## config.mk

```make
export PLATFORM = sky130hd
export DESIGN_NAME = ex13_frame_acc
export DESIGN_NICKNAME = d
export VERILOG_FILES = /design/src/rtl/ex13_frame_acc_pkg.sv /design/src/rtl/ex13_frame_acc_sat_add.sv /design/src/rtl/ex13_frame_acc.sv
export SDC_FILE = /design/constraint.sdc
export NUM_CORES = 1
export LEC_CHECK = 0
export ABC_AREA = 1
export CORE_MARGIN = 1
export CORE_UTILIZATION = 33
export CTS_CLUSTER_DIAMETER = 50
export DETAILED_ROUTE_END_ITERATION = 7
export PLACE_DENSITY = 0.58
export SLEW_MARGIN = 20
export SYNTH_ARGS = -nofsm -noshare
export SYNTH_HDL_FRONTEND = slang
export SYNTH_SLANG_ARGS = --single-unit
```

## constraint.sdc

```tcl
create_clock -name clk -period 1.9 [get_ports clk]
set_input_delay 0.38 -clock clk [delete_from_list [all_inputs] [get_ports clk]]
set_output_delay 0.38 -clock clk [all_outputs]
set_load 0.02 [all_outputs]
```

## src/rtl/ex13_frame_acc_pkg.sv

```systemverilog
// ex13_pkg: constants shared by the frame accumulator and its helpers.
//   ST_ACC / ST_HOLD   : state encoding (collecting / summary presented)
//   EX13_DATA_W        : width of one pipeline result sample
//   EX13_MIN_INIT      : starting value of the running minimum
//   EX13_MAX_INIT      : starting value of the running maximum
package ex13_pkg;

    localparam logic ST_ACC  = 1'b0;
    localparam logic ST_HOLD = 1'b1;

    localparam int EX13_DATA_W = 16;

    localparam logic [EX13_DATA_W-1:0] EX13_MIN_INIT = 16'hFFFF;
    localparam logic [EX13_DATA_W-1:0] EX13_MAX_INIT = 16'h0000;

endpackage

```

## src/rtl/ex13_frame_acc_sat_add.sv

```systemverilog
// ex13_sat_add: purely combinational unsigned saturating adder.
//   a, b : W-bit unsigned operands
//   sum  : a + b, clamped at 2^W - 1
//   ovf  : high when the true sum did not fit and was clamped
module ex13_sat_add #(
    parameter int W = 24
) (
    input  logic [W-1:0] a,
    input  logic [W-1:0] b,
    output logic [W-1:0] sum,
    output logic         ovf
);

    logic [W:0] raw;

    assign raw = {1'b0, a} + {1'b0, b};
    assign ovf = raw[W];
    assign sum = ovf ? {W{1'b1}} : raw[W-1:0];

endmodule

```

## src/rtl/ex13_frame_acc.sv

```systemverilog
// ex13_frame_acc: collects FRAME_LEN pipeline results into a frame summary
// (saturating sum, min, max, count, saturation flag) and presents it on a
// valid/ready port. The upstream cannot stall, so anything offered while a
// summary is pending is dropped and counted in drop_cnt.
//
// Handshake: a sample is taken on a rising edge where in_valid && in_ready;
// the summary is taken on a rising edge where out_valid && out_ready, and
// every out_* field is held stable while out_valid is high.
//
// Ports:
//   clk, reset          : clock and synchronous active-high reset
//   in_valid, in_data   : pipeline result stream (16-bit unsigned)
//   in_flush            : close the current partial frame early
//   in_ready            : high while collecting (state ACC)
//   out_valid/out_ready : summary handshake
//   out_sum/min/max     : frame statistics
//   out_count, out_sat  : samples in frame, sum was clamped this frame
//   drop_cnt            : samples dropped while not ready, saturates at 255
module ex13_frame_acc
    import ex13_pkg::*;
#(
    parameter  int FRAME_LEN = 8,
    parameter  int SUM_W     = 24,
    localparam int CNT_W     = $clog2(FRAME_LEN + 1)
) (
    input  logic                   clk,
    input  logic                   reset,
    input  logic                   in_valid,
    input  logic [EX13_DATA_W-1:0] in_data,
    input  logic                   in_flush,
    output logic                   in_ready,
    output logic                   out_valid,
    input  logic                   out_ready,
    output logic [SUM_W-1:0]       out_sum,
    output logic [EX13_DATA_W-1:0] out_min,
    output logic [EX13_DATA_W-1:0] out_max,
    output logic [CNT_W-1:0]       out_count,
    output logic                   out_sat,
    output logic [7:0]             drop_cnt
);

    logic                   state;
    logic [SUM_W-1:0]       sum_q;
    logic [EX13_DATA_W-1:0] min_q;
    logic [EX13_DATA_W-1:0] max_q;
    logic [CNT_W-1:0]       count_q;
    logic                   sat_q;
    logic [7:0]             drop_q;

    logic                   accept;
    logic                   drop;
    logic [SUM_W-1:0]       add_sum;
    logic                   add_ovf;
    logic [CNT_W-1:0]       count_inc;
    logic                   close_frame;

    ex13_sat_add #(.W(SUM_W)) u_sat_add (
        .a   (sum_q),
        .b   ({{(SUM_W - EX13_DATA_W){1'b0}}, in_data}),
        .sum (add_sum),
        .ovf (add_ovf)
    );

    assign accept    = in_valid && (state == ST_ACC);
    assign drop      = in_valid && (state == ST_HOLD);
    assign count_inc = count_q + 1'b1;

    // A flush closes the frame only if it would not be empty; a sample
    // accepted in the same cycle as the flush belongs to the closing frame.
    assign close_frame = (accept && (count_inc == CNT_W'(FRAME_LEN)))
                      || ((state == ST_ACC) && in_flush && (accept || (count_q != '0)));

    always_ff @(posedge clk) begin
        if (reset) begin
            state   <= ST_ACC;
            sum_q   <= '0;
            min_q   <= EX13_MIN_INIT;
            max_q   <= EX13_MAX_INIT;
            count_q <= '0;
            sat_q   <= 1'b0;
            drop_q  <= 8'd0;
        end else begin
            if (drop && (drop_q != 8'hFF)) begin
                drop_q <= drop_q + 8'd1;
            end

            if (state == ST_ACC) begin
                if (accept) begin
                    sum_q   <= add_sum;
                    sat_q   <= sat_q | add_ovf;
                    count_q <= count_inc;
                    if (in_data < min_q) min_q <= in_data;
                    if (in_data > max_q) max_q <= in_data;
                end
                if (close_frame) begin
                    state <= ST_HOLD;
                end
            end else if (out_ready) begin
                state   <= ST_ACC;
                sum_q   <= '0;
                min_q   <= EX13_MIN_INIT;
                max_q   <= EX13_MAX_INIT;
                count_q <= '0;
                sat_q   <= 1'b0;
            end
        end
    end

    assign in_ready  = (state == ST_ACC);
    assign out_valid = (state == ST_HOLD);
    assign out_sum   = sum_q;
    assign out_min   = min_q;
    assign out_max   = max_q;
    assign out_count = count_q;
    assign out_sat   = sat_q;
    assign drop_cnt  = drop_q;

endmodule

```

==> results of run 1 <==
[per-stage QoR]
stage / hold WS (ns) / std cells / setup TNS (ns)
2_1_floorplan: 0.5169 / 771 / 0
3_3_place_gp: 0.4509 / 1139 / -36.12
3_5_place_dp: 0.4528 / 1139 / -38.09
4_1_cts: 0.2499 / 1158 / -0.004513
5_1_grt: 0.2559 / 1168 / -2.659
6_report: 0.2517 / 1168 / -0.02135
[sequential cells by signal (all words and copies together) (netlist names)]
| register | flops |
|---|---|
| out_min | 16 |
| out_count | 4 |
| out_max | 16 |
| drop_cnt | 8 |
| out_valid | 1 |
| out_sat | 1 |
| out_sum | 24 |
[critical path, cell delays in order (launching register included)]
cell	delay, ns
dfxtp_2	0.33
ha_4	0.16
fa_2	0.40
nand2_2	0.09
nand2_4	0.05
nand3_2	0.07
nand2_2	0.08
nand2_2	0.09
nand2_4	0.07
nand3b_4	0.17
buf_12	0.13
nand3_2	0.07
nand2_1	0.07
inv_1	0.03
[metal layers]
| layer | routed length [um] | track usage [%] |
|---|---|---|
| met4 | 295 | 6.456 |
| met5 | 0 | 0 |
| met1 | 7545 | 26.22 |
| met2 | 8074 | 34.01 |
| met3 | 634 | 4.835 |
[layout by cell type, fill, tap and decap left out, types with 9 or more instances in the layout]
| cell type | n |
|---|---|
| ha_1 | 36 |
| a31oi_1 | 10 |
| nor2_1 | 39 |
| nand3_2 | 15 |
| o21ai_0 | 15 |
| a21oi_1 | 54 |
| nand4_1 | 10 |
| nor2_2 | 11 |
| a21oi_2 | 16 |
| inv_2 | 12 |
| clkdlybuf4s50_1 | 73 |
| buf_4 | 111 |
| clkbuf_16 | 12 |
| nand2_1 | 166 |
| or2_2 | 17 |
| dfxtp_2 | 18 |
| nand2_2 | 30 |
| nand3_1 | 82 |
| ha_4 | 15 |
| clkbuf_2 | 13 |
| inv_1 | 101 |
| o21ai_1 | 9 |
| dfxtp_1 | 51 |
[worst max path at each step]
stage	startpoint	to	slack [ns]
floorplan	out_min[5]	out_min[10]	0.006
global placement	in_data[0]	out_sum[0]	-0.71
detailed placement	in_data[0]	out_sum[7]	-0.74
CTS	out_sum[0]	out_sum[20]	-0.005
global route	out_sum[15]	out_sum[22]	-0.13
finish	out_sum[0]	out_sum[9]	-0.02
[power by group]
group          internal, mW  total [mW]  switching (mW)
logic                  1.12        2.36            1.24
registers              1.61        1.72           0.111
clock network          1.05        1.74           0.692
total                  3.78        5.82            2.04
[logic make-up after synthesis]
kind of cell               after synthesis
DFF                                     70
AOI/OAI and AO/OA                      117
and+or+nand+nor                        394
adders and majority gates               52
buffers and inverters                  135
xor gates and xnor gates                 3
[final cells by class]
class | count | area [um^2]
inverter | 113 | 424.2
multi-input combinational | 568 | 3641
timing repair buffer | 218 | 1941
clock buffer | 10 | 239.0
clock inverter | 5 | 60.06
sequential | 70 | 1428
tap | 184 | 230.2
fill | 1384 | 6736
[timing repair]
action                                  4_1_cts  5_1_grt
hold buffers                                  0        0
buffers inserted                              3        6
cloned                                        1        4
pin swaps                                    10       31
endpoints found under the hold margin         0        0
gates resized for setup                      39      149
endpoints found under the setup margin       59       58
==> summary.txt, run 1 <==
Status
  – Outcome: complete, but fails checks
  – Failing checks: DRC, setup timing

Placement
  – Dpl ws: -0.7371 ns
  – Number of port buffers: 91
  – DP Area: 6964 um^2
  – GPL Wtd Cong: 0.8820
  – Dpl hpwl: 12130 um

Global route
  – Pin count of the biggest net entering global routing: 25
  – Overall routing resource usage: 20.51%
  – Grt total ovfl: 0
  – Initial antenna violation count: 0
  – Vias in the first global route: 5168
  – Global-route wire length before repair: 25630 um

Timing
  – Setup ws final: -0.01593 ns
  – Pins Over Slew Limit: 0
  – Fin crit share: 100.8%
  – Slew HR: 75.56%
  – Worst Skew: 0.006076 ns
  – Fmax: 0.5219 GHz
  – Tightest Pin Transition: 0.3638 ns
  – RSZ-0062 raised after global routing: true
  – Count of final setup violators: 2
  – Minimum clock period: 1.916 ns
  – Hold Violations, Final: 0

Yosys
  – Most common cell in the netlist: nand2_1
  – Synth Area in Compound Gates: 13.03%
  – Synth Area in XOR/XNOR: 0.5241%
  – Syn_area_per_cell: 6.503 um^2
  – Yosys reg bits: 70
  – Syn_nets: 844
  – Share of the synthesized area in the top cell type: 27.95%
  – Synth area leader: dfxtp_1
  – Synth unique cells: 39
  – Simple-Gate Fraction of Synth Area: 34.81%
  – Post-synth EDFFs: 0
  – Top cells by area, synth: dfxtp_1 (28%), nand2_1 (15%), ha_1 (13%)
  – Synth top cells by count: nand2_1 (198), inv_1 (106), nand3_1 (97)
  – Synth Instances: 771
  – Post-Synthesis Cell Area: 5014 um^2
  – Largest family of logic cells by synthesized area: simple AND/OR/NAND/NOR gates
  – Synthesis Warnings: 0
  – Mux contribution to synthesized area: 0%
  – Adder-cell share of the synthesized area: 13.13%
  – Top_reg_cell synth: dfxtp_1
  – Sequential cell area fraction in the yosys report: 27.95%
  – Ys async rst share: 0%

Worst setup path
  – RR Endpoint: out_sum[9]
  – Startpoint Class: register
  – Worst EP arrival: 2.16 ns
  – Critical Path Fanout Max: 6
  – R2R depth: 13
  – Crit path kind: register to register
  – CP required: 2.15 ns
  – Critical Path End Type: register
  – Reg2reg setup slack: -0.02 ns
  – RR Startpoint: out_sum[0]

Layout
  – Area Growth Syn to Fin: 58.82%
  – Final instance area: 7963 um^2
  – Nets: 1053
  – ANT cells: 0
  – Layout cells sized above 1: 32.01%
  – Final Util: 54.17%

Floorplanning
  – Core region area: 14700 um^2
  – Chip Width: 125.3 um
  – IO Count: 92
  – Core Rows: 44
  – Initial Util: 34.11%
  – Die Ht: 125.3 um
  – Die ar.: 15690 um^2

Route
  – Antenna Nets Post-Route: 0
  – Drt via density: 4.834
  – DRC violations left: 10
  – DR WL/cell: 14.17 um
  – Total Routed Length: 16550 um
  – DR iter-0 viols: 293
  – Drt pass-1 iters: 7
  – Vias: 5646

Power
  – Total Power: 5.820 mW
  – Static Leak: 3.750 nW
  – Peak supply drop: 0.4283 mV
  – Pwr Density: 731.0 nW/um^2

Clock network
  – Clk buf depth: 2
  – Clock latency on the worst-skew pair: 0.35 ns
  – CTS tree: done
  – # clock sinks: 70
  – Root buffer cell: clkbuf_16
  – Reg clk slew, reported paths: 0.06 ns
  – Clock H-tree levels: 3
  – TritonCTS Buffers: 9

Run
  – Max-cap viol count: 0

Worst hold path
  – Hold Crit Start: reset
  – Hold WC Path Type: input port to register
  – Hold Crit Depth: 2
  – Hold Crit Endpoint: drop_cnt[7]
(Power assumes the default switching activity.)
==> run 2, diff against run 1 <==
--- a/config.mk
+++ b/config.mk
@@ -7,10 +7,11 @@
 export LEC_CHECK = 0
 export ABC_AREA = 1
 export CORE_MARGIN = 1
-export CORE_UTILIZATION = 33
+export CORE_UTILIZATION = 48
+export CTS_BUF_LIST = sky130_fd_sc_hd__clkbuf_16
 export CTS_CLUSTER_DIAMETER = 50
 export DETAILED_ROUTE_END_ITERATION = 7
-export PLACE_DENSITY = 0.58
+export PLACE_DENSITY = 0.78
 export SLEW_MARGIN = 20
 export SYNTH_ARGS = -nofsm -noshare
 export SYNTH_HDL_FRONTEND = slang
==> summary.txt, run 2 (synthesis gave the netlist of run 1 again) <==
Layout
  – Most frequent cells in the layout: nand2_1 (173), inv_1 (102), buf_4 (91), nand3_1 (89), clkdlybuf4s50_1 (75)
  – Area Growth Syn to Fin: 56.58%
  – Commonest non-fill, non-tap cell in the layout: nand2_1
  – ANT cells: 0
  – Layout cells sized above 1: 30.12%
  – Final Non-Filler Cells: 1099
  – Nets: 1034
  – Largest register FFs: 24

Timing
  – Pins Over Slew Limit: 0
  – Hold Violations, Final: 0
  – Fin crit share: 100.7%
  – Slew HR: 68.87%
  – Minimum clock period: 1.914 ns
  – Setup TNS: -0.02084 ns
  – Setup ws final: -0.01421 ns
  – Worst Skew: 0.005249 ns
  – Tightest Pin Transition: 0.4631 ns
  – Count of final setup violators: 2
  – Fmax: 0.5224 GHz
  – RSZ-0062 raised after global routing: true

Power
  – Total Power: 6.072 mW
  – Clock share of power: 30.6%
  – Static Leak: 3.656 nW
  – Pwr Density: 773.5 nW/um^2
  – P_int: 3.899 mW
  – Combinational share of power: 40.6%
  – Switching pwr: 2.173 mW
  – Peak supply drop: 0.5651 mV
  – Reg power frac: 28.8%
  – Sw frac: 35.78%

Status
  – Failing checks: setup timing
  – Outcome: complete, but fails checks

Worst setup path
  – RR Startpoint: out_max[5]
  – Startpoint Class: register
  – Setup crit start: out_max[5]
  – Largest stage delay on the critical path: 0.44 ns
  – Crit path max-delay family: buffers and inverters
  – WP buf/inv: 4
  – RR Endpoint: out_max[7]
  – CP max stage cell: dfxtp_1
  – Worst EP arrival: 2.18 ns
  – Crit path kind: register to register
  – Critical Path Fanout Max: 8
  – CP required: 2.16 ns
  – CP cell instances: inv_1 -> ha_1 -> nand2_1 -> nor2_2 -> buf_4 -> a31oi_4 -> buf_12 -> buf_8 -> nand3_1 -> a21oi_1
  – R2R depth: 10
  – Reg2reg setup slack: -0.01 ns
  – Crit path depth: 10
  – Worst Setup EP: out_max[7]
  – Critical Path End Type: register

Global route
  – Grt total ovfl: 0
  – Vias in the first global route: 5793
  – Pin count of the biggest net entering global routing: 25
  – Overall routing resource usage: 30.97%
  – Global-route wire length before repair: 27140 um
  – Initial antenna violation count: 0

Floorplanning
  – Die Ht: 104.2 um
  – Chip Width: 104.2 um
  – Core region area: 9955 um^2
  – Initial Util: 50.36%
  – Core Rows: 36
  – Die ar.: 10860 um^2
  – IO Count: 92

Route
  – Drt pass-1 iters: 5
  – DRC violations left: 0
  – DR iter-0 viols: 586
  – Drt via density: 5.645
  – Met2 wire len: 9271 um
  – Vias: 6204
  – Highest routing layer actually used: met4
  – DR WL/cell: 17.11 um
  – DRT met1 WL: 7341 um
  – Antenna Nets Post-Route: 0
  – Total Routed Length: 18810 um
  – Routed met3 length: 1279 um

Clock network
  – Reg clk slew, reported paths: 0.06 ns
  – Root buffer cell: clkbuf_16
  – TritonCTS Buffers: 9
  – # clock sinks: 70
  – Clock latency on the worst-skew pair: 0.34 ns
  – Hold buffer count at cts: 0
  – Clk buf depth: 2
  – Clock H-tree levels: 3
  – CTS tree: done

Placement
  – Number of port buffers: 91
  – Placed insts: 1069
  – Dpl hpwl: 12210 um
  – GPL Wtd Cong: 0.9693

Run
  – Max-cap viol count: 0

Worst hold path
  – Hold WC Path Type: input port to register
==> run 2: changes by cell type in the layout (fill, tap and decap cells not counted), sizes merged <==
cell,change
dlygate4sd2,-1
buf,-18
clkdlybuf4s50,+2
clkdlybuf4s15,+4
bufbuf,+1
bufinv,+1
clkbuf,-7
clkinv,+1
dlymetal6s2s,-1
==> run 2: cell type report <==
cell class                      count  area [um^2]
Multi-Input combinational cell    568         3694
Fill cell                         657         2105
Timing Repair Buffer              199         1818
Sequential cell                    70         1434
Inverter                          113        424.2
Clock buffer                        9        225.2
Tap cell                          133        166.4
Clock inverter                      7        88.84
==> run 2: worst register-to-register path: cells and delay by family, from the launching register on <==
kind	cells	cell delay (ns)
buffers and inverters	4	0.52
DFF	1	0.44
AOI/OAI and AO/OA	2	0.34
adders and majority gates	1	0.29
and+or+nand+nor	3	0.23
==> run 2: repair_timing <==
item,in CTS,in global routing
setup endpoints to repair,59,65
buffers inserted,2,8
gates cloned,2,3
gates resized for setup,56,135
pin swaps,9,28
==> run 2: how the worst min path moves through the flow <==
stage	from	to	slack (ns)	cells after the start
floorplan	out_max[7]	out_max[7]	0.52	2
global placement	drop_cnt[4]	drop_cnt[4]	0.45	2
detailed placement	drop_cnt[4]	drop_cnt[4]	0.46	2
CTS	out_min[14]	out_min[14]	0.47	2
global route	in_data[3]	out_max[3]	0.45	3
finish	in_data[3]	out_max[3]	0.42	3
==> run 2: power groups by stage <==
stage	sequential, mW	combinational (mW)	clock [mW]
6_report	1.75	2.47	1.86
5_1_grt	1.76	2.64	1.92
4_1_cts	1.72	2.06	1.85
3_5_place_dp	1.74	1.91	0
3_3_place_gp	1.73	1.86	0
2_1_floorplan	1.88	0.881	0
==> run 2: metal layers <==
metal / vias to the layer above / global-route usage [%]
met1: 2883 / 36.41
li1: 2914 / -
met5: - / 0
met2: 336 / 54.33
met4: 0 / 15.71
met3: 71 / 4.825
==> run 2: metrics by stage <==
| step | utilization, % | hold slack, ns | setup WS (ns) | instance area, um^2 |
|---|---|---|---|---|
| 2_1_floorplan | - | 0.5169 | 0.005717 | 5032 |
| 4_1_cts | 73.25 | 0.4675 | 0.001791 | 7292 |
| 6_report | 78.86 | 0.4186 | -0.01421 | 7850 |
| 3_3_place_gp | 67.81 | 0.4533 | -0.6101 | 6750 |
| 3_5_place_dp | 67.81 | 0.4631 | -0.6931 | 6750 |
| 5_1_grt | 78.86 | 0.4475 | -0.1274 | 7850 |
==> run 3, diff against run 2 <==
--- a/config.mk
+++ b/config.mk
@@ -6,12 +6,13 @@
 export NUM_CORES = 1
 export LEC_CHECK = 0
 export ABC_AREA = 1
+export CAP_MARGIN = 20
 export CORE_MARGIN = 1
 export CORE_UTILIZATION = 48
 export CTS_BUF_LIST = sky130_fd_sc_hd__clkbuf_16
 export CTS_CLUSTER_DIAMETER = 50
 export DETAILED_ROUTE_END_ITERATION = 7
-export PLACE_DENSITY = 0.78
+export PLACE_DENSITY = 0.79
 export SLEW_MARGIN = 20
 export SYNTH_ARGS = -nofsm -noshare
 export SYNTH_HDL_FRONTEND = slang
==> summary.txt, run 3 (synthesis gave the netlist of run 1 again) <==
Timing
  – Minimum clock period: 2.036 ns
  – Tightest Pin Transition: 0.4146 ns
  – Fin crit share: 107.1%
  – Slew HR: 72.13%
  – Pins Over Slew Limit: 0
  – Hold Violations, Final: 0
  – Worst Skew: 0.007531 ns
  – Setup ws final: -0.1358 ns
  – Hold Slack: 0.4731 ns
  – RSZ-0062 raised after global routing: true
  – Fmax: 0.4912 GHz
  – Count of final setup violators: 13

Route
  – Drt pass-1 iters: 7
  – DR iter-0 viols: 417
  – Total Routed Length: 18730 um
  – Vias: 6141
  – DR WL/cell: 17.02 um
  – Drt via density: 5.583
  – Antenna Nets Post-Route: 0
  – DRC violations left: 0

Global route
  – Grt total ovfl: 0
  – Pin count of the biggest net entering global routing: 25
  – Initial antenna violation count: 0
  – Vias in the first global route: 5749
  – Global-route wire length before repair: 26930 um
  – Overall routing resource usage: 30.49%

Layout
  – Most frequent cells in the layout: nand2_1 (161), inv_1 (102), buf_4 (91), nand3_1 (87), clkdlybuf4s50_1 (75)
  – Largest register FFs: 24
  – Final instance area: 7929 um^2
  – Nets: 1036
  – Layout cells sized above 1: 32.37%
  – ANT cells: 0
  – Final Util: 79.65%
  – Area Growth Syn to Fin: 58.15%
  – Commonest non-fill, non-tap cell in the layout: nand2_1

Floorplanning
  – Initial Util: 50.36%
  – IO Count: 92
  – Die ar.: 10860 um^2
  – Die Ht: 104.2 um
  – Core Rows: 36
  – Chip Width: 104.2 um
  – Core region area: 9955 um^2

Worst setup path
  – Critical Path End Type: register
  – Reg2reg setup slack: -0.14 ns
  – CP cell instances: inv_2 -> ha_4 -> buf_6 -> a21oi_2 -> o21ai_1 -> a21oi_2 -> nand3_2 -> nand2_4 -> buf_12 -> nand2_8 -> nand2_2 -> nand3_1
  – Crit path kind: register to register
  – Largest stage delay on the critical path: 0.34 ns
  – Crit-path most repeated cell: a21oi_2
  – CP required: 2.09 ns
  – CP max stage cell: dfxtp_2
  – Critical Path Fanout Max: 8
  – Startpoint Class: register
  – Worst EP arrival: 2.23 ns

Power
  – Total Power: 5.793 mW
  – Pwr Density: 730.6 nW/um^2
  – Reg power frac: 30.2%
  – Peak supply drop: 0.4383 mV
  – P_int: 3.621 mW
  – Switching pwr: 2.172 mW
  – Combinational share of power: 43.6%
  – Static Leak: 3.643 nW
  – Clock share of power: 26.2%
  – Sw frac: 37.49%

Clock network
  – CTS tree: done
  – Reg clk slew, reported paths: 0.06 ns
  – Hold buffer count at cts: 0
  – Clock H-tree levels: 3
  – # clock sinks: 70
  – TritonCTS Buffers: 9
  – Clk buf depth: 2
  – Clock latency on the worst-skew pair: 0.33 ns
  – Root buffer cell: clkbuf_16

Placement
  – GPL Wtd Cong: 0.9547
  – Number of port buffers: 91
  – DP Area: 6770 um^2
  – Dpl hpwl: 12000 um

Status
  – Failing checks: setup timing
  – Outcome: complete, but fails checks

Worst hold path
  – Hold WC Path Type: input port to register

Run
  – Max-cap viol count: 0
run 3: final timing paths:
check,from,endpoint,depth (start not counted)
setup / recovery,out_min[15],out_min[14],12
hold / removal,in_data[3],out_max[3],3
setup reg to reg,out_min[15],out_min[14],12
hold reg to reg,out_sat,out_sat,2
run 3: worst max-delay path: cells and delay by family, from the launching register on:
kind | cells | cell delay, ns
buffers and inverters | 3 | 0.32
adders and majority gates | 1 | 0.25
DFF | 1 | 0.34
AOI/OAI and AO/OA | 3 | 0.38
and+or+nand+nor | 5 | 0.60
run 3: routing by layer:
metal,track usage [%],share of wire [%]
met1,36.03,40
met4,12.86,3.5
met3,5.075,5.9
met2,54.24,50
met5,0,0
run 3: metrics by stage:
stage	setup slack [ns]	instances	setup TNS, ns
6_report	-0.1358	1100	-0.7493
2_1_floorplan	0.005717	771	0
5_1_grt	-0.2212	1100	-3.441
4_1_cts	-0.003312	1090	-0.003312
3_3_place_gp	-0.6558	1070	-35.03
3_5_place_dp	-0.7060	1070	-37.06
run 3: area by class of cell:
class	instances	area, um^2
Clock inverter	6	30.03
Inverter	113	424.2
Multi-Input combinational cell	569	3812
Fill cell	661	2026
Clock buffer	9	225.2
Tap cell	133	166.4
Timing Repair Buffer	200	1836
Sequential cell	70	1435
run 3: what timing repair did:
action | CTS | global route
resized for setup | 71 | 153
cloned | 2 | 3
buffers inserted | 3 | 7
endpoints found under the setup margin | 59 | 59
pin swaps | 12 | 23
run 3: power by group through the flow:
stage | logic (mW) | registers (mW) | clock network [mW]
floorplan | 0.881 | 1.88 | 0
global placement | 1.85 | 1.73 | 0
detailed placement | 1.90 | 1.74 | 0
CTS | 2.08 | 1.72 | 1.52
global route | 2.71 | 1.76 | 1.59
finish | 2.52 | 1.75 | 1.52
